File: config.mk
export PLATFORM = sky130hd
export DESIGN_NAME = hps_lw_mailbox
export DESIGN_NICKNAME = d
export VERILOG_FILES = /design/src/rtl/hps_mailbox_pkg.sv /design/src/rtl/hps_mailbox_fifo.sv /design/src/rtl/hps_lw_mailbox.sv
export SDC_FILE = /design/constraint.sdc
export NUM_CORES = 1
export LEC_CHECK = 0
export ABC_AREA = 1
export CORE_ASPECT_RATIO = 0.5
export CORE_MARGIN = 2
export CORE_UTILIZATION = 40
export CTS_CLUSTER_SIZE = 14
export DETAILED_ROUTE_END_ITERATION = 12
export GPL_TIMING_DRIVEN = 0
export HOLD_SLACK_MARGIN = 0.15
export PLACE_DENSITY = 0.58
export SYNTH_ARGS = -nofsm -noshare
export SYNTH_HDL_FRONTEND = slang
export SYNTH_HIERARCHICAL = 1
export SYNTH_SLANG_ARGS = --single-unit
File: constraint.sdc
create_clock -name clk -period 5.4 [get_ports clk]
set_input_delay 1.62 -clock clk [delete_from_list [all_inputs] [get_ports clk]]
set_output_delay 1.62 -clock clk [all_outputs]
set_load 0.01 [all_outputs]
File: src/rtl/hps_mailbox_pkg.sv
`default_nettype none
// ============================================================================
// Module      : hps_mailbox_pkg
// Description : Register map, STATUS/CONTROL bit positions and the bus address
//               width shared by the lightweight-bridge mailbox.
// Revision    : 1.0 - initial release
// ============================================================================
package hps_mailbox_pkg;

    localparam int C_ADDR_W = 2;

    localparam logic [C_ADDR_W-1:0] C_ADDR_DATA    = 2'd0;
    localparam logic [C_ADDR_W-1:0] C_ADDR_STATUS  = 2'd1;
    localparam logic [C_ADDR_W-1:0] C_ADDR_CONTROL = 2'd2;
    localparam logic [C_ADDR_W-1:0] C_ADDR_THRESH  = 2'd3;

    localparam int C_STAT_LEVEL_LSB = 0;
    localparam int C_STAT_LEVEL_W   = 8;
    localparam int C_STAT_EMPTY_BIT = 8;
    localparam int C_STAT_FULL_BIT  = 9;
    localparam int C_STAT_OVF_BIT   = 10;
    localparam int C_STAT_IRQP_BIT  = 11;

    localparam int C_CTRL_FLUSH_BIT   = 0;
    localparam int C_CTRL_IRQ_EN_BIT  = 1;
    localparam int C_CTRL_OVF_CLR_BIT = 2;

    localparam int C_THRESH_W = 8;

endpackage : hps_mailbox_pkg
`default_nettype wire

File: src/rtl/hps_mailbox_fifo.sv
`default_nettype none
// ============================================================================
// Module      : hps_mailbox_fifo
// Description : Show-ahead FIFO holding mailbox words; head entry is read
//               combinationally, flush clears level and pointers.
// Revision    : 1.0 - initial release
// ============================================================================
module hps_mailbox_fifo #(
    parameter int DATA_W = 32,
    parameter int DEPTH  = 16,
    localparam int PTR_W = $clog2(DEPTH),
    localparam int LVL_W = PTR_W + 1
) (
    input  logic              clk,
    input  logic              rst,
    input  logic              push,
    input  logic              pop,
    input  logic              flush,
    input  logic [DATA_W-1:0] wdata,
    output logic [DATA_W-1:0] rdata,
    output logic [LVL_W-1:0]  level,
    output logic              full,
    output logic              empty
);

    logic [DATA_W-1:0] r_mem_q [DEPTH];
    logic [PTR_W-1:0]  r_wr_ptr_q;
    logic [PTR_W-1:0]  r_rd_ptr_q;
    logic [LVL_W-1:0]  r_level_q;
    logic [PTR_W-1:0]  w_wr_ptr_d;
    logic [PTR_W-1:0]  w_rd_ptr_d;
    logic [LVL_W-1:0]  w_level_d;
    logic              w_pop;
    logic              w_push;

    assign full  = (r_level_q == LVL_W'(DEPTH));
    assign empty = (r_level_q == '0);
    assign level = r_level_q;
    assign rdata = r_mem_q[r_rd_ptr_q];

    // A full FIFO still accepts a push when the head leaves in the same cycle.
    assign w_pop  = pop & ~empty;
    assign w_push = push & (~full | w_pop) & ~flush;

    always_comb begin
        w_wr_ptr_d = r_wr_ptr_q;
        w_rd_ptr_d = r_rd_ptr_q;
        w_level_d  = r_level_q;
        if (flush) begin
            w_wr_ptr_d = '0;
            w_rd_ptr_d = '0;
            w_level_d  = '0;
        end else begin
            if (w_push) begin
                w_wr_ptr_d = r_wr_ptr_q + PTR_W'(1);
            end
            if (w_pop) begin
                w_rd_ptr_d = r_rd_ptr_q + PTR_W'(1);
            end
            if (w_push && !w_pop) begin
                w_level_d = r_level_q + LVL_W'(1);
            end else if (!w_push && w_pop) begin
                w_level_d = r_level_q - LVL_W'(1);
            end
        end
    end

    always_ff @(posedge clk) begin
        if (rst) begin
            r_wr_ptr_q <= '0;
            r_rd_ptr_q <= '0;
            r_level_q  <= '0;
        end else begin
            r_wr_ptr_q <= w_wr_ptr_d;
            r_rd_ptr_q <= w_rd_ptr_d;
            r_level_q  <= w_level_d;
        end
    end

    // Storage is not reset so it can map onto distributed RAM.
    always_ff @(posedge clk) begin
        if (w_push) begin
            r_mem_q[r_wr_ptr_q] <= wdata;
        end
    end

endmodule : hps_mailbox_fifo
`default_nettype wire

File: src/rtl/hps_lw_mailbox.sv
`default_nettype none
// ============================================================================
// Module      : hps_lw_mailbox
// Description : HPS lightweight-bridge mailbox: Avalon-MM register slave that
//               pushes words into a FIFO drained by an Avalon-ST source.
//               Optional watermark interrupt enabled by HPS_MAILBOX_IRQ_EN.
// Revision    : 1.0 - initial release
// ============================================================================
module hps_lw_mailbox
    import hps_mailbox_pkg::*;
#(
    parameter int DATA_W = 32,
    parameter int DEPTH  = 16
) (
    input  logic                clk,
    input  logic                reset,
    input  logic [C_ADDR_W-1:0] avs_address,
    input  logic                avs_read,
    input  logic                avs_write,
    input  logic [31:0]         avs_writedata,
    output logic [31:0]         avs_readdata,
    output logic                aso_valid,
    input  logic                aso_ready,
    output logic [DATA_W-1:0]   aso_data,
    output logic                irq
);

    localparam int LVL_W = $clog2(DEPTH) + 1;

    logic             w_wr_data;
    logic             w_wr_ctrl;
    logic             w_flush;
    logic             w_ovf_clr;
    logic             w_pop;
    logic             w_full;
    logic             w_empty;
    logic             w_ovf_evt;
    logic [LVL_W-1:0] w_level;
    logic [7:0]       w_level8;
    logic             r_ovf_q;
    logic             w_ovf_d;
    logic [31:0]      r_rdata_q;
    logic [31:0]      w_rdata_d;
    logic [31:0]      w_status;
    logic [31:0]      w_control;
    logic             w_irq_en;
    logic             w_irq_pending;
    logic [7:0]       w_thresh;

    assign w_wr_data = avs_write && (avs_address == C_ADDR_DATA);
    assign w_wr_ctrl = avs_write && (avs_address == C_ADDR_CONTROL);
    assign w_flush   = w_wr_ctrl && avs_writedata[C_CTRL_FLUSH_BIT];
    assign w_ovf_clr = w_wr_ctrl && avs_writedata[C_CTRL_OVF_CLR_BIT];

    assign aso_valid = ~w_empty;
    assign w_pop     = ~w_empty & aso_ready;
    assign w_level8  = 8'(w_level);

    hps_mailbox_fifo #(
        .DATA_W (DATA_W),
        .DEPTH  (DEPTH)
    ) u_fifo (
        .clk   (clk),
        .rst   (reset),
        .push  (w_wr_data),
        .pop   (w_pop),
        .flush (w_flush),
        .wdata (avs_writedata[DATA_W-1:0]),
        .rdata (aso_data),
        .level (w_level),
        .full  (w_full),
        .empty (w_empty)
    );

    // An overflow in the same cycle as OVF_CLR keeps the flag set.
    assign w_ovf_evt = w_wr_data & w_full & ~w_pop;

    always_comb begin
        w_ovf_d = r_ovf_q;
        if (w_ovf_clr) begin
            w_ovf_d = 1'b0;
        end
        if (w_ovf_evt) begin
            w_ovf_d = 1'b1;
        end
    end

`ifdef HPS_MAILBOX_IRQ_EN
    logic       w_wr_thresh;
    logic       r_irq_en_q;
    logic       w_irq_en_d;
    logic [7:0] r_thresh_q;
    logic [7:0] w_thresh_d;
    logic       r_irq_pending_q;
    logic       r_irq_q;
    logic       w_below;

    assign w_wr_thresh = avs_write && (avs_address == C_ADDR_THRESH);
    assign w_irq_en_d  = w_wr_ctrl ? avs_writedata[C_CTRL_IRQ_EN_BIT] : r_irq_en_q;
    assign w_thresh_d  = w_wr_thresh ? avs_writedata[C_THRESH_W-1:0] : r_thresh_q;
    assign w_below     = (w_level8 <= r_thresh_q);

    // irq uses the next IRQ_EN so a disable takes effect on the following cycle.
    always_ff @(posedge clk) begin
        if (reset) begin
            r_irq_en_q      <= 1'b0;
            r_thresh_q      <= '0;
            r_irq_pending_q <= 1'b0;
            r_irq_q         <= 1'b0;
        end else begin
            r_irq_en_q      <= w_irq_en_d;
            r_thresh_q      <= w_thresh_d;
            r_irq_pending_q <= w_below;
            r_irq_q         <= w_irq_en_d & w_below;
        end
    end

    assign w_irq_en      = r_irq_en_q;
    assign w_thresh      = r_thresh_q;
    assign w_irq_pending = r_irq_pending_q;
    assign irq           = r_irq_q;
`else
    assign w_irq_en      = 1'b0;
    assign w_thresh      = '0;
    assign w_irq_pending = 1'b0;
    assign irq           = 1'b0;
`endif

    always_comb begin
        w_status = '0;
        w_status[C_STAT_LEVEL_LSB +: C_STAT_LEVEL_W] = w_level8;
        w_status[C_STAT_EMPTY_BIT] = w_empty;
        w_status[C_STAT_FULL_BIT]  = w_full;
        w_status[C_STAT_OVF_BIT]   = r_ovf_q;
        w_status[C_STAT_IRQP_BIT]  = w_irq_pending;
    end

    always_comb begin
        w_control = '0;
        w_control[C_CTRL_IRQ_EN_BIT] = w_irq_en;
    end

    // Read mux sees only current-state registers, so a same-cycle write is not visible.
    always_comb begin
        w_rdata_d = '0;
        case (avs_address)
            C_ADDR_STATUS:  w_rdata_d = w_status;
            C_ADDR_CONTROL: w_rdata_d = w_control;
            C_ADDR_THRESH:  w_rdata_d = {24'h0, w_thresh};
            default:        w_rdata_d = '0;
        endcase
    end

    always_ff @(posedge clk) begin
        if (reset) begin
            r_ovf_q   <= 1'b0;
            r_rdata_q <= '0;
        end else begin
            r_ovf_q <= w_ovf_d;
            if (avs_read) begin
                r_rdata_q <= w_rdata_d;
            end
        end
    end

    assign avs_readdata = r_rdata_q;

endmodule : hps_lw_mailbox
`default_nettype wire

# After elaboration in Yosys (flattened, before gate mapping)
# Memories as Yosys holds them, arrays and structs flattened. A register that Yosys moved wholly into a read port is not among the register bits.
# Index checks and enable logic that the tools add are counted.
# op_classes
n_addsub	4
multipliers	0
n_div	0
magnitude_cmp	0
n_eq_ne	3
shifts	0
n_mux	9
bitwise	11
reduce_logical	13
# ops
op	n
$mux W11	1
$mux W5	2
$add A4 B1 Y4 const B	2
$mux W4	2
$and A1 B1 Y1	6
$logic_and A1 B1 Y1	6
$add A5 B1 Y5 const B	1
$eq A5 B5 Y1 const B	1
$logic_not A5 Y1	1
$sub A5 B1 Y5 const B	1
$mux W1	4
$not A1 Y1	4
$reduce_bool A2 Y1	2
$eq A2 B1 Y1 const B	1
$eq A2 B2 Y1 const B	1
$logic_not A1 Y1	2
$logic_not A2 Y1	1
$reduce_or A2 Y1	1
$or A1 B1 Y1	1
# word_totals
ff_bits	46
latchBits	0
ramBits	512
mem_bits_ro	0
inputBits	39
out_inout_bits	66
word_cells	46
n_memories	1
# mem_list
memory	words	width	rd	rd_ports_with_merged_regs	write_ports	line	rtl
u_fifo.r_mem_q	16	32	1	1	1	hps_mailbox_fifo.sv:26	logic [DATA_W-1:0] r_mem_q [DEPTH];

# Logic depth before layout (Yosys ltp)
# Gate-level depths: netlist of run 1.
# depth
ltp_word	11
ltp_mapped	17
ltp_nobuf	17

# Hierarchy
# Netlist of run 1, hierarchy kept.
# by_module_without_submodules
mod	n_inst	cells_per_inst	area_each_um2	seq_area_each_um2
hps_mailbox_fifo	1	1750	21864.7	15715.1
hps_lw_mailbox	1	75	584.3	180.2

# Worst setup path after synthesis of run 1
# OpenSTA, ideal clock, no wires.
# synth_path
path_kind	input port to flip-flop
start	in avs_address[0]
end	mem u_fifo.r_mem_q[0][0], enable pin
setup_time_ns	0.421
arrival_ns	3.726
required_ns	4.979
slack_ns	1.253
path_stages	8
n_path_buf	0
path_cell_list	inv_2 > nand2_2 > and3b_2 > inv_1 > nand3_1 > inv_1 > nand2_1 > nor2_1
# synth_via
elab_chain_cells	7
word_cells_on_any_way	10
cone_classes	eq/ne: 1; mux: 2; bitwise: 3; reduce/logical: 4
# synth_lines
element	line	rtl
start: declaration	hps_lw_mailbox.sv:17	input logic [C_ADDR_W-1:0] avs_address,
$eq A2 B2 Y1	hps_lw_mailbox.sv:51	assign w_wr_ctrl = avs_write && (avs_address == C_ADDR_CONTROL);
$logic_and A1 B1 Y1	hps_lw_mailbox.sv:51	
$logic_and A1 B1 Y1	hps_lw_mailbox.sv:52	assign w_flush = w_wr_ctrl && avs_writedata[C_CTRL_FLUSH_BIT];
named net w_flush	hps_lw_mailbox.sv:32	logic w_flush;
$not A1 Y1	hps_mailbox_fifo.sv:43	assign w_push = push & (~full | w_pop) & ~flush;
$and A1 B1 Y1	hps_mailbox_fifo.sv:43	
named net u_fifo.w_push	hps_mailbox_fifo.sv:34	logic w_push;
$mux W1	hps_mailbox_fifo.sv:82	if (w_push) begin
$mux W1 (not written as such)	hps_mailbox_fifo.sv:83	r_mem_q[r_wr_ptr_q] <= wdata;
end: declaration	hps_mailbox_fifo.sv:26	
# The timed path passes the listed nets, and every way through them passes these cells.

==> results summary, run 1 <==
The cell area after synthesis came out at 0.0224 mm². The capture instance of the worst register-to-register path is u_fifo/r_mem_q[14][12]$_DFFE_PP_. The insertion delay of the later-clocked pin in the worst-skew pair is 0.57 ns. The critical path data required time is 3.78 ns.

Across the routed clock network, the largest skew measured is 0.0221 ns. The average wire per cell in the routed design is 22.4 µm. The data arrival time at the worst-slack endpoint is 3.31 ns. The detailed-route via count came out at 14800. The total of hold buffers inserted after clock tree synthesis came out at 0.

The analysis attributes to net switching a power of 3.92 mW. Sequential cells were found to cover 70.8% of the synthesized design area. The worst slack at placement came out at 0.630 ns.

In the synthesized netlist, the number of instances is 1825. The aggregate global-route resource usage came out at 21.2%. The count of cells resized by post-cts repair is 0. The library cell used most frequently in the layout, excluding fill and tap cells, is sky130_fd_sc_hd__edfxtp_1. The count of standard-cell rows is 61. The logic gate share of total power came out at 32.0%. The total number of clock tree sinks came out at 538. The internal power of the cells totals 7.72 mW.

The leftover overflow at the end of global routing came out at 0. The number of buffer cells added on primary ports came out at 79. The setup fix buffers added after clock tree synthesis came out at 0. Buffers inserted during clock tree synthesis total 48.

Across all setup checks in the final design, the least slack found is 0.474 ns. The clock-pin transition on the worst setup and hold timing paths is 0.06 ns. The floorplan die area came out at 0.0581 mm².

The number of antenna violations at the first check in global routing is 0. The count of maximum capacitance violations came out at 0. The final number of hold-violating endpoints is 0.

In this run the worst path has a maximum fanout of 10. The switching share of power is 33.7%. Power comes to 11.6 mW.

The share of cells above drive strength 1 came out at 10.1%. The worst hold-check path type is flop to flop. The worst hold path terminates at r_ovf_q$_SDFFE_PP0P_.

STA classifies the critical path startpoint as a flop. The routability congestion estimate is 0.805. The number of pins exceeding their max-slew limit in the final report came out at 0. The setup path with the least slack is of type flop to primary output. The tightest slew margin relative to the limit came out at 18.9%. The placeable core region came out at 0.0555 mm². Once detailed placement completed, the half-perimeter wirelength came to 40500 µm. The total wire length after detailed routing came out at 62500 µm. In the layout the commonest cells are sky130_fd_sc_hd__edfxtp_1 (512), sky130_fd_sc_hd__inv_1 (276), sky130_fd_sc_hd__nand2_1 (201), sky130_fd_sc_hd__nand3_1 (201), sky130_fd_sc_hd__a21oi_1 (147). The number of levels the H-tree was split into came out at 2. Setup repair after global routing left no endpoint under its margin. The via density per instance is 5.31. Power spread over the standard cell area amounts to 444 mW/mm². The Yosys step of the flow raised 6 warnings.

The most frequently used flop master after synthesis is sky130_fd_sc_hd__edfxtp_1. The number of antenna cells inserted came out at 0. The first-pass iteration count of the detailed router came out at 5. The top-level I/O count came out at 105.

Counting instances, the worst hold path has a depth of 2. From bottom edge to top edge, the die measures 172 µm. The maximum clock rate came out at 203 MHz. The clock share of power is 27.9%. The sequential power share came out at 40.1%. TritonCTS built the clock tree. The maximum VDD drop is 0.000245 V. The register-to-register setup slack came out at 2.27 ns. The leakage power is 9.29 nW. The count of routing violations after the opening detailed-route iteration came out at 1618.

The width of the die is 339 µm. The buffer levels on the longest clock path is 3. The distinct cell type count after synthesis is 32.

The global-route wire length before repair is 90000 µm. The average instance in the mapped netlist occupies 12.3 µm². The number of routed nets with antenna violations came out at 0.

The post-layout net count is 2043. STA classifies the critical path endpoint as a primary output. The minimum period implied by the final worst setup slack is 4.93 ns. The cell depth of the worst flop-to-flop path is 11.

The transition time at the pin with the least slew margin is 1.22 ns. Synthesis inferred 538 register bits. The number of remaining DRC errors is 0.

In this run, synthesis inferred 512 flip-flops with an integrated enable. The via count of the first global-routing pass is 13900. Counting flops with an async set or reset pin after synthesis yields a share of 0%. The initial cell density of the core came out at 40.5%.

The area growth from synthesis to layout is 16.8%. The flow ran to the end, and the final reports show no timing, DRC or antenna violations. The worst register-to-register path begins at u_fifo/level[0]$_SDFFE_PP0P_. The setup-violating endpoint count in the final report is 0. The pin count of the biggest net entering global routing came out at 26.

The final critical-path share of the clock period is 91.2%. Clock tree synthesis selected as its root buffer the cell sky130_fd_sc_hd__clkbuf_16. In this run the most critical hold path is launched from r_ovf_q$_SDFFE_PP0P_.
-- cells in the mapped netlist (all sizes together) (2+ instances only) --
library cell  number  share of area [%]
xnor2              2              0.078
a21oi            151                3.4
ha                 9               0.50
nor2              32               0.58
edfxtp           512                 68
nand3            201                4.5
o21ai            140                3.2
nand2            202                3.4
dfxtp             26                2.3
o211ai           128                4.3
nand4              5               0.14
xor2               3               0.12
inv              278                4.6
buf              100                3.6
clkbuf            32               0.59
-- cell families after synthesis --
logic type / after synthesis / share of synthesized area, %
adder cells (fa/ha/maj): 10 / 0.591
other: 1 / 0.0167
XOR/XNOR: 5 / 0.195
flip-flops: 538 / 70.8
AO/OA/AOI/OAI: 419 / 10.9
buffers and inverters: 411 / 8.89
AND/OR/NAND/NOR: 441 / 8.63
-- per-stage QoR --
step	hold WS [ns]	instance area [µm²]	instances	TNS, ns	util (%)
detailed placement	0.465	24800	2700	0	44.6
finish	0.466	26200	2786	0	47.2
global placement	0.454	24300	2684	-650.44	43.8
global route	0.493	26200	2786	0	47.2
CTS	0.475	26200	2786	0	47.2
floorplan	0.434	22500	1849	0	-
-- worst max-delay path: stages, from the launching register on --
cell and delay [ns]:
sky130_fd_sc_hd__dfxtp_1 0.38, sky130_fd_sc_hd__clkbuf_1 0.55, sky130_fd_sc_hd__buf_1 0.91, sky130_fd_sc_hd__nand3_1 0.15, sky130_fd_sc_hd__nand3_1 0.15, sky130_fd_sc_hd__nand2_1 0.10, sky130_fd_sc_hd__clkdlybuf4s50_1 0.49
-- layer usage --
layer | vias up | GRT usage [%] | part of all wire (%)
met3 | 115 | 3.56 | 9.3
met4 | 0 | 6.03 | 2.2
met1 | 7269 | 30.3 | 43
met2 | 681 | 33.6 | 46
met5 | - | 0 | 0
li1 | 6741 | - | -
-- worst max path at each step --
stage                startpoint                                to  cells after the start
2_1_floorplan    avs_address[0]    u_fifo/r_mem_q[0][0]$_DFFE_PP_                      8
3_3_place_gp   avs_writedata[0]   u_fifo/r_mem_q[7][19]$_DFFE_PP_                      7
3_5_place_dp   avs_writedata[0]  u_fifo/r_mem_q[11][19]$_DFFE_PP_                      8
4_1_cts                    flop                      aso_data[20]                      6
5_1_grt                    flop                       aso_data[5]                      6
6_report                   flop                      aso_data[22]                      6
-- state kept, by name (all words and copies together), names as in the netlist, named ones only --
| signal | cells |
|---|---|
| u_fifo/r_mem_q | 512 |
| avs_readdata | 8 |
| u_fifo/level | 5 |
| u_fifo/r_rd_ptr_q | 4 |
| u_fifo/r_wr_ptr_q | 4 |
| r_ovf_q | 1 |
-- power groups by stage --
stage | Clock (mW) | Sequential, mW | Combinational [mW]
floorplan | 0 | 4.75 | 2.18
global placement | 0 | 4.76 | 3.64
detailed placement | 0 | 4.76 | 3.67
CTS | 3.29 | 4.67 | 3.69
global route | 3.45 | 4.68 | 4.02
finish | 3.25 | 4.67 | 3.73
-- layout make-up --
type,instances,area (µm²)
Buffer,132,948
Clock buffer,68,1370
Clock inverter,18,88.8
Fill cell,4900,29300
Inverter,279,1050
Multi-Input combinational cell,900,4770
Sequential cell,538,15900
Tap cell,756,946
Timing Repair Buffer,95,1150
Power figures use the tool's default switching activity.
==> inputs of run 2 (changes only) <==
RECOVER_POWER = 100   (was not set)
SLEW_MARGIN = 20   (was not set)
==> run 2 against run 1 <==
Net effect:
- the flow now finishes with violations (max-capacitance violations, max-slew violations)
- die area unchanged
- count of clock-buffer cells in the layout decreased by 4
- critical path depth increased by 1
- clock skew increased by 0.0085 ns
- non-clock buffer count increased by 6
- clock power hardly changed
- highest routed layer is now met5
- utilization is 0.17 points lower
- hold slack better by 0.0066 ns
- via count rose by 0.33%
- design area fell by 0.35%
- total power down 0.49%
==> results summary, run 2 (synthesis results as in run 1) <==
The flip-flop count of the largest register after layout is 512 (unchanged). The total number of clock tree sinks came out at 538 (unchanged). The setup fix buffers added after clock tree synthesis is 0 (unchanged).

The critical path data required time came out at 3.78 ns (about the same). The number of routed nets with antenna violations came out at 0 (unchanged). The placeable core region is 0.0555 mm² (unchanged). The CTS tree was built (unchanged). The width of the die was 339 µm (unchanged). The data arrival time at the worst-slack endpoint was 3.46 ns (was 3.31 ns). The number of antenna violations at the first check in global routing is 3 (was 0). RSZ-0062 raised after global routing: false (unchanged).

The leftover overflow at the end of global routing is 0 (unchanged). The total wire length after detailed routing came out at 62800 µm (was 62500 µm). The detailed-route via count came to 14900 (was 14800).

The first-pass iteration count of the detailed router is 5 (unchanged). The top-level I/O count came out at 105 (unchanged). Cells traversed along the worst timing path: buf_2 > clkbuf_1 > o211ai_1 > nand3_1 > nand3_1 > nand2_1 > dlygate4sd3_1 (was clkbuf_1 > buf_1 > nand3_1 > nand3_1 > nand2_1 > clkdlybuf4s50_1). The share of cells above drive strength 1 came out at 8.98% (was 10.1%). The tightest slew margin relative to the limit came out at -55.2% (was 18.9%). The initial cell density of the core came to 40.5% (unchanged). The via count of the first global-routing pass is 14000 (was 13900). The number of remaining DRC errors is 0 (unchanged). The buffer levels on the longest clock path is 3 (unchanged). The synthesis-to-layout area growth is 16.3% (was 16.8%). The overall power after layout is 11.6 mW (about the same). The type of the setup path with the least slack was flop to primary output (unchanged). The switching share of power was 33.8% (was 33.7%). The setup skew after layout was 0.0306 ns (was 0.0221 ns).

The count of standard-cell rows came out at 61 (unchanged). The count of routing violations after the opening detailed-route iteration came out at 1536 (was 1618). The number of instances on the worst hold path is 2 (unchanged). The chip height came out at 172 µm (unchanged). The minimum period implied by the final worst setup slack is 5.08 ns (was 4.93 ns). The aggregate global-route resource usage is 21.4% (was 21.2%). The cell depth of the worst flop-to-flop path came out at 11 (unchanged). The insertion delay of the later-clocked pin in the worst-skew pair is 0.58 ns (was 0.57 ns). The final design utilization is 47.1% (was 47.2%). The via density per instance came out at 5.32 (was 5.31). The most common library cell in the layout ignoring fill and taps was sky130_fd_sc_hd__edfxtp_1 (unchanged). The final number of hold-violating endpoints is 0 (unchanged). The checks that failed: max-capacitance violations, max-slew violations. The logic gate share of total power is 31.5% (was 32.0%). The largest stage delay on the critical path is 0.77 ns (was 0.91 ns).

The total of fill cells in the finished design is 4892 (was 4900). The total power per unit cell area came out at 444 mW/mm² (about the same). The critical path startpoint category is a flop (unchanged). Outcome: finished with violations (was completed). The count of cells resized by post-cts repair came out at 0 (unchanged). The sequential power share is 40.3% (was 40.1%). The total net switching power is 3.92 mW (about the same). The area taken by multi-input logic gates came out at 0.00464 mm² (was 0.00477 mm²). The post-layout net count is 2051 (was 2043). The most flop-heavy register was u_fifo/r_mem_q (unchanged). The setup-violating endpoint count in the final report came out at 0 (unchanged). The leakage power came out at 9.32 nW (was 9.29 nW). The transition time at the pin with the least slew margin came out at 2.32 ns (was 1.22 ns). The average wire per cell in the routed design is 22.5 µm (was 22.4 µm). The number of levels the H-tree was split into came out at 2 (unchanged). The worst hold-check path type was flop to flop (unchanged). The most used cell along the critical path was sky130_fd_sc_hd__nand3_1 (unchanged). The number of pins exceeding their max-slew limit in the final report came out at 212 (was 0). The category of the worst setup path capture point was a primary output (unchanged). The total half-perimeter wirelength after legalization and detailed placement is 41100 µm (was 40500 µm). The count of maximum capacitance violations is 14 (was 0). The routability congestion estimate came to 0.805 (unchanged). The register area came out at 0.0159 mm² (unchanged). The final critical-path share of the clock period is 94.1% (was 91.2%). Commonest cells after routing, fill and taps aside: sky130_fd_sc_hd__edfxtp_1 (512), sky130_fd_sc_hd__inv_1 (277), sky130_fd_sc_hd__nand2_1 (201), sky130_fd_sc_hd__nand3_1 (201), sky130_fd_sc_hd__a21oi_1 (148) (was sky130_fd_sc_hd__edfxtp_1 (512), sky130_fd_sc_hd__inv_1 (276), sky130_fd_sc_hd__nand2_1 (201), sky130_fd_sc_hd__nand3_1 (201), sky130_fd_sc_hd__a21oi_1 (147)). The clock-pin transition on the worst setup and hold timing paths came out at 0.07 ns (was 0.06 ns).

The maximum VDD drop came out at 0.000292 V (was 0.000245 V). The floorplan die area came to 0.0581 mm² (unchanged). The total of hold buffers inserted after clock tree synthesis came to 0 (unchanged). The number of buffers added by the clock tree synthesis step is 50 (was 48). The global-route wire length before repair is 90700 µm (was 90000 µm). The cell with the biggest individual delay on the critical path is sky130_fd_sc_hd__clkbuf_1 (was sky130_fd_sc_hd__buf_1).

The number of buffer cells added on primary ports was 79 (unchanged). The master cell of the clock root buffer is sky130_fd_sc_hd__clkbuf_16 (unchanged). The pin count of the biggest net entering global routing was 21 (was 26). The maximum clock rate was 197 MHz (was 203 MHz).

The cell internal power dissipation is 7.67 mW (was 7.72 mW). The clock share of power came out at 28.2% (was 27.9%). The maximum fanout encountered on the critical timing path was 10 (unchanged).
==> run 2: final timing paths <==
kind	end	from	slack (ns)
worst min register to register	r_ovf_q$_SDFFE_PP0P_	r_ovf_q$_SDFFE_PP0P_	0.47
worst max register to register	u_fifo/r_mem_q[12][11]$_DFFE_PP_	u_fifo/level[0]$_SDFFE_PP0P_	1.39
worst min-delay path	r_ovf_q$_SDFFE_PP0P_	r_ovf_q$_SDFFE_PP0P_	0.47
worst max-delay path	aso_data[2]	flop	0.32
==> run 2: metrics by stage <==
step                      hold WS, ns  cell area [µm²]  instances  TNS, ns  worst slack, ns
final                           0.472            26100       2794        0            0.321
after global routing            0.502            26100       2794        0            0.210
after global placement          0.454            24300       2684  -650.44            -1.53
after detailed placement        0.467            24900       2706        0            0.679
after CTS                       0.480            26400       2793        0            0.493
after floorplan                 0.434            22500       1849        0             1.25
==> run 2: cell type report <==
class,count,share of cell area (%)
flip-flops and latches,538,60.9
multi-input cells,900,17.8
clock buffers,64,5.07
repair buffers,101,4.54
inverters,279,4.01
plain buffers,132,3.63
well taps,756,3.62
clock inverters,23,0.503
diodes,1,0.00958
==> run 2: per-layer routing <==
metal  vias to the layer above  track usage, %  wire length [µm]
li1                       6759               -                 -
met1                      7328            30.4             27300
met2                       663            33.7             28200
met3                       101            4.21              5840
met4                         4            5.45              1300
met5                         -               0                27
==> run 2: worst max-delay path: cells and delay by family, from the launching register on <==
family / cells / cell delay, ns
flip-flops: 1 / 0.47
buffers and inverters: 3 / 1.79
AND/OR/NAND/NOR: 3 / 0.39
AO/OA/AOI/OAI: 1 / 0.21
==> run 2: power by group through the flow <==
stage	logic, mW	registers, mW	clock network [mW]
6_report	3.65	4.67	3.26
5_1_grt	3.96	4.68	3.48
4_1_cts	3.70	4.67	3.32
3_5_place_dp	3.68	4.76	0
3_3_place_gp	3.64	4.76	0
2_1_floorplan	2.18	4.75	0
==> inputs of run 3 (changes only) <==
--- a/config.mk
+++ b/config.mk
@@ -16,5 +16,4 @@
 export PLACE_DENSITY = 0.58
 export RECOVER_POWER = 100
-export SLEW_MARGIN = 20
 export SYNTH_ARGS = -nofsm -noshare
 export SYNTH_HDL_FRONTEND = slang
==> constraint.sdc (replaced) <==
create_clock -name clk -period 5.4 [get_ports clk]
set_input_delay 0.54 -clock clk [delete_from_list [all_inputs] [get_ports clk]]
set_output_delay 0.54 -clock clk [all_outputs]
set_load 0.01 [all_outputs]
==> run 3 against run 2 <==
Net effect:
- the run still ends with max-capacitance violations, max-slew violations left
- non-clock buffer count shrank 6
- design area down 0.28%
- wire length fell by 0.24%
- die area unchanged
- cell count shrank 0.29%
- combinational power is essentially flat
- sequential share of layout area grew 0.17 points
- count of clock-buffer cells in the layout up 4
- register-to-register slack worse by 0.28 ns
- critical endpoint is now u_fifo/r_mem_q[4][11]$_DFFE_PP_
- largest power group unchanged
==> results summary, run 3 (synthesis results as in run 1) <==
The launching point of the worst reg2reg path is u_fifo/level[0]$_SDFFE_PP0P_ (unchanged). The via count of the first global-routing pass came out at 13900 (was 14000). The flip-flop count of the largest register after layout came out at 512 (unchanged). The floorplan die area is 0.0581 mm² (unchanged). The first-pass iteration count of the detailed router is 5 (unchanged). The setup-violating endpoint count in the final report came out at 0 (unchanged).

The area taken by multi-input logic gates came to 0.00464 mm² (unchanged). The total of hold buffers inserted after clock tree synthesis came out at 0 (unchanged). The transition time at the pin with the least slew margin is 2.47 ns (was 2.32 ns). Violated checks: max-capacitance violations, max-slew violations (unchanged).

The share of cells above drive strength 1 is 9.01% (was 8.98%). The worst hold-check path type is flop to flop (unchanged). The type of the setup path with the least slack is flop to flop (was flop to primary output). The final number of hold-violating endpoints is 0 (unchanged).

The final critical-path setup slack is 1.11 ns (was 0.321 ns). The total half-perimeter wirelength after legalization and detailed placement is 40500 µm (was 41100 µm). The number of remaining DRC errors came to 0 (unchanged). The via density per instance came out at 5.30 (was 5.32). The master cell of the clock root buffer is sky130_fd_sc_hd__clkbuf_16 (unchanged). The count of maximum capacitance violations came out at 16 (was 14). The minimum period implied by the final worst setup slack came out at 4.29 ns (was 5.08 ns). The global-route wire length before repair came to 90000 µm (was 90700 µm). The number of buffer cells added on primary ports is 79 (unchanged). The number of buffers added by the clock tree synthesis step came out at 48 (was 50).

The post-layout net count was 2043 (was 2051). The worst slack at placement came out at 1.71 ns (was 0.679 ns). The maximum fanout encountered on the critical timing path is 25 (was 10). The average wire per cell in the routed design came to 22.5 µm (about the same). The critical path startpoint category was a flop (unchanged).

The number of routed nets with antenna violations came out at 0 (unchanged). The width of the die is 339 µm (unchanged). The worst hold endpoint is r_ovf_q$_SDFFE_PP0P_ (unchanged). The initial cell density of the core was 40.5% (unchanged). The cell depth of the worst flop-to-flop path came out at 11 (unchanged). The most flop-heavy register is u_fifo/r_mem_q (unchanged). The data arrival time at the worst-slack endpoint is 4.44 ns (was 3.46 ns). The number of instances on the worst hold path is 2 (unchanged). The number of pins exceeding their max-slew limit in the final report came out at 275 (was 212). The register area came to 0.0159 mm² (unchanged). The final critical-path share of the clock period came out at 79.5% (was 94.1%). The number of levels the H-tree was split into is 2 (unchanged). The worst slack on hold paths is 0.466 ns (was 0.472 ns).

The tightest slew margin relative to the limit came out at -65.2% (was -55.2%). The beginning of the worst hold path is r_ovf_q$_SDFFE_PP0P_ (unchanged). The register-to-register setup slack came out at 1.11 ns (was 1.39 ns). The leftover overflow at the end of global routing came out at 0 (unchanged). The aggregate global-route resource usage came out at 21.2% (was 21.4%). The CTS tree was built (unchanged). The insertion delay of the later-clocked pin in the worst-skew pair is 0.58 ns (about the same).

RSZ-0062 raised after global routing: false (unchanged). The total power per unit cell area is 444 mW/mm² (about the same). The total of fill cells in the finished design is 4928 (was 4892).

The buffer levels on the longest clock path is 3 (unchanged). The detailed-route via count is 14800 (was 14900). The number of antenna cells inserted came out at 0 (was 1). The synthesis-to-layout area growth is 16.0% (was 16.3%).

The total wire length after detailed routing is 62600 µm (was 62800 µm). The category of the worst setup path capture point is a flop (was primary output). The placeable core region is 0.0555 mm² (unchanged). The routability congestion estimate is 0.805 (unchanged).

The setup skew after layout is 0.0242 ns (was 0.0306 ns). The clock-pin transition on the worst setup and hold timing paths is 0.06 ns (was 0.07 ns). The capture instance of the worst register-to-register path is u_fifo/r_mem_q[4][11]$_DFFE_PP_ (was u_fifo/r_mem_q[12][11]$_DFFE_PP_).

The setup fix buffers added after clock tree synthesis is 0 (unchanged). Commonest cells after routing, fill and taps aside: sky130_fd_sc_hd__edfxtp_1 (512), sky130_fd_sc_hd__inv_1 (277), sky130_fd_sc_hd__nand2_1 (201), sky130_fd_sc_hd__nand3_1 (201), sky130_fd_sc_hd__a21oi_1 (148) (unchanged). The leakage power was 9.31 nW (was 9.32 nW). The count of cells resized by post-cts repair came out at 0 (unchanged).

The count of routing violations after the opening detailed-route iteration came out at 1687 (was 1536). The count of standard-cell rows came out at 61 (unchanged). The most common library cell in the layout ignoring fill and taps is sky130_fd_sc_hd__edfxtp_1 (unchanged). The number of antenna violations at the first check in global routing is 2 (was 3). The critical path data required time came out at 5.55 ns (was 3.78 ns). The total number of clock tree sinks came out at 538 (unchanged). The chip height came out at 172 µm (unchanged).

The pin count of the biggest net entering global routing was 26 (was 21). The maximum clock rate came out at 233 MHz (was 197 MHz). The maximum VDD drop came to 0.000243 V (was 0.000292 V).

The top-level I/O count came out at 105 (unchanged). Outcome: finished with violations (unchanged).
## run 3: cell count changes in the layout (fill, tap and decap cells not counted), sizes merged
cell	delta
inv	-1
diode	-1
bufinv	-1
buf	+1
clkinvlp	-2
clkinv	-1
clkdlybuf4s50	-4
clkbuf	-3
dlygate4sd3	+4
## run 3: stage by stage
step           setup TNS, ns  instance area, µm²  std cells  utilization [%]  total power [mW]
2_1_floorplan              0               22500       1849                -              6.92
3_3_place_gp          -99.71               24300       2684             43.8              8.40
6_report                   0               26000       2786             46.9              11.6
4_1_cts                    0               26200       2786             47.2              11.7
5_1_grt                    0               26000       2786             46.9              12.1
3_5_place_dp               0               24800       2700             44.6              8.44
## run 3: how the worst max path moves through the flow
stage          slack [ns]                          endpoint                         start
2_1_floorplan        2.29    u_fifo/r_mem_q[0][0]$_DFFE_PP_  u_fifo/level[0]$_SDFFE_PP0P_
3_3_place_gp        -0.45   u_fifo/r_mem_q[7][19]$_DFFE_PP_              avs_writedata[0]
3_5_place_dp         1.71  u_fifo/r_mem_q[11][19]$_DFFE_PP_              avs_writedata[0]
4_1_cts              1.53                      aso_data[20]                          flop
5_1_grt              0.85   u_fifo/r_mem_q[4][11]$_DFFE_PP_  u_fifo/level[0]$_SDFFE_PP0P_
6_report             1.11   u_fifo/r_mem_q[4][11]$_DFFE_PP_  u_fifo/level[0]$_SDFFE_PP0P_
## run 3: metal layers
layer | global-route usage, % | routed length [µm]
met2 | 33.6 | 28400
met4 | 6.03 | 1490
met1 | 30.3 | 27300
met5 | 0 | 27
met3 | 3.56 | 5450
## run 3: layout make-up
type | count | area share [%]
Multi-Input combinational cell | 900 | 17.8
Sequential cell | 538 | 61.0
Timing Repair Buffer | 95 | 4.28
Inverter | 279 | 4.02
Clock inverter | 18 | 0.341
Buffer | 132 | 3.64
Clock buffer | 68 | 5.26
Tap cell | 756 | 3.63
## run 3: where the power goes
part	switching (mW)	leakage (nW)	total (mW)	internal (mW)
logic	2.37	3.77	3.65	1.27
clock network	1.49	0.717	3.25	1.76
registers	0.0501	4.82	4.67	4.62
## run 3: critical path: stages (launching register included)
cell and delay [ns]:
sky130_fd_sc_hd__dfxtp_1 0.46, sky130_fd_sc_hd__nor2_1 0.12, sky130_fd_sc_hd__nand3_1 0.11, sky130_fd_sc_hd__inv_1 0.07, sky130_fd_sc_hd__nor2_1 0.14, sky130_fd_sc_hd__inv_1 0.06, sky130_fd_sc_hd__nand4_1 0.19, sky130_fd_sc_hd__nand3_1 0.17
sky130_fd_sc_hd__inv_1 0.19, sky130_fd_sc_hd__nand2_1 0.15, sky130_fd_sc_hd__nor2_1 0.69, sky130_fd_sc_hd__clkbuf_1 1.49
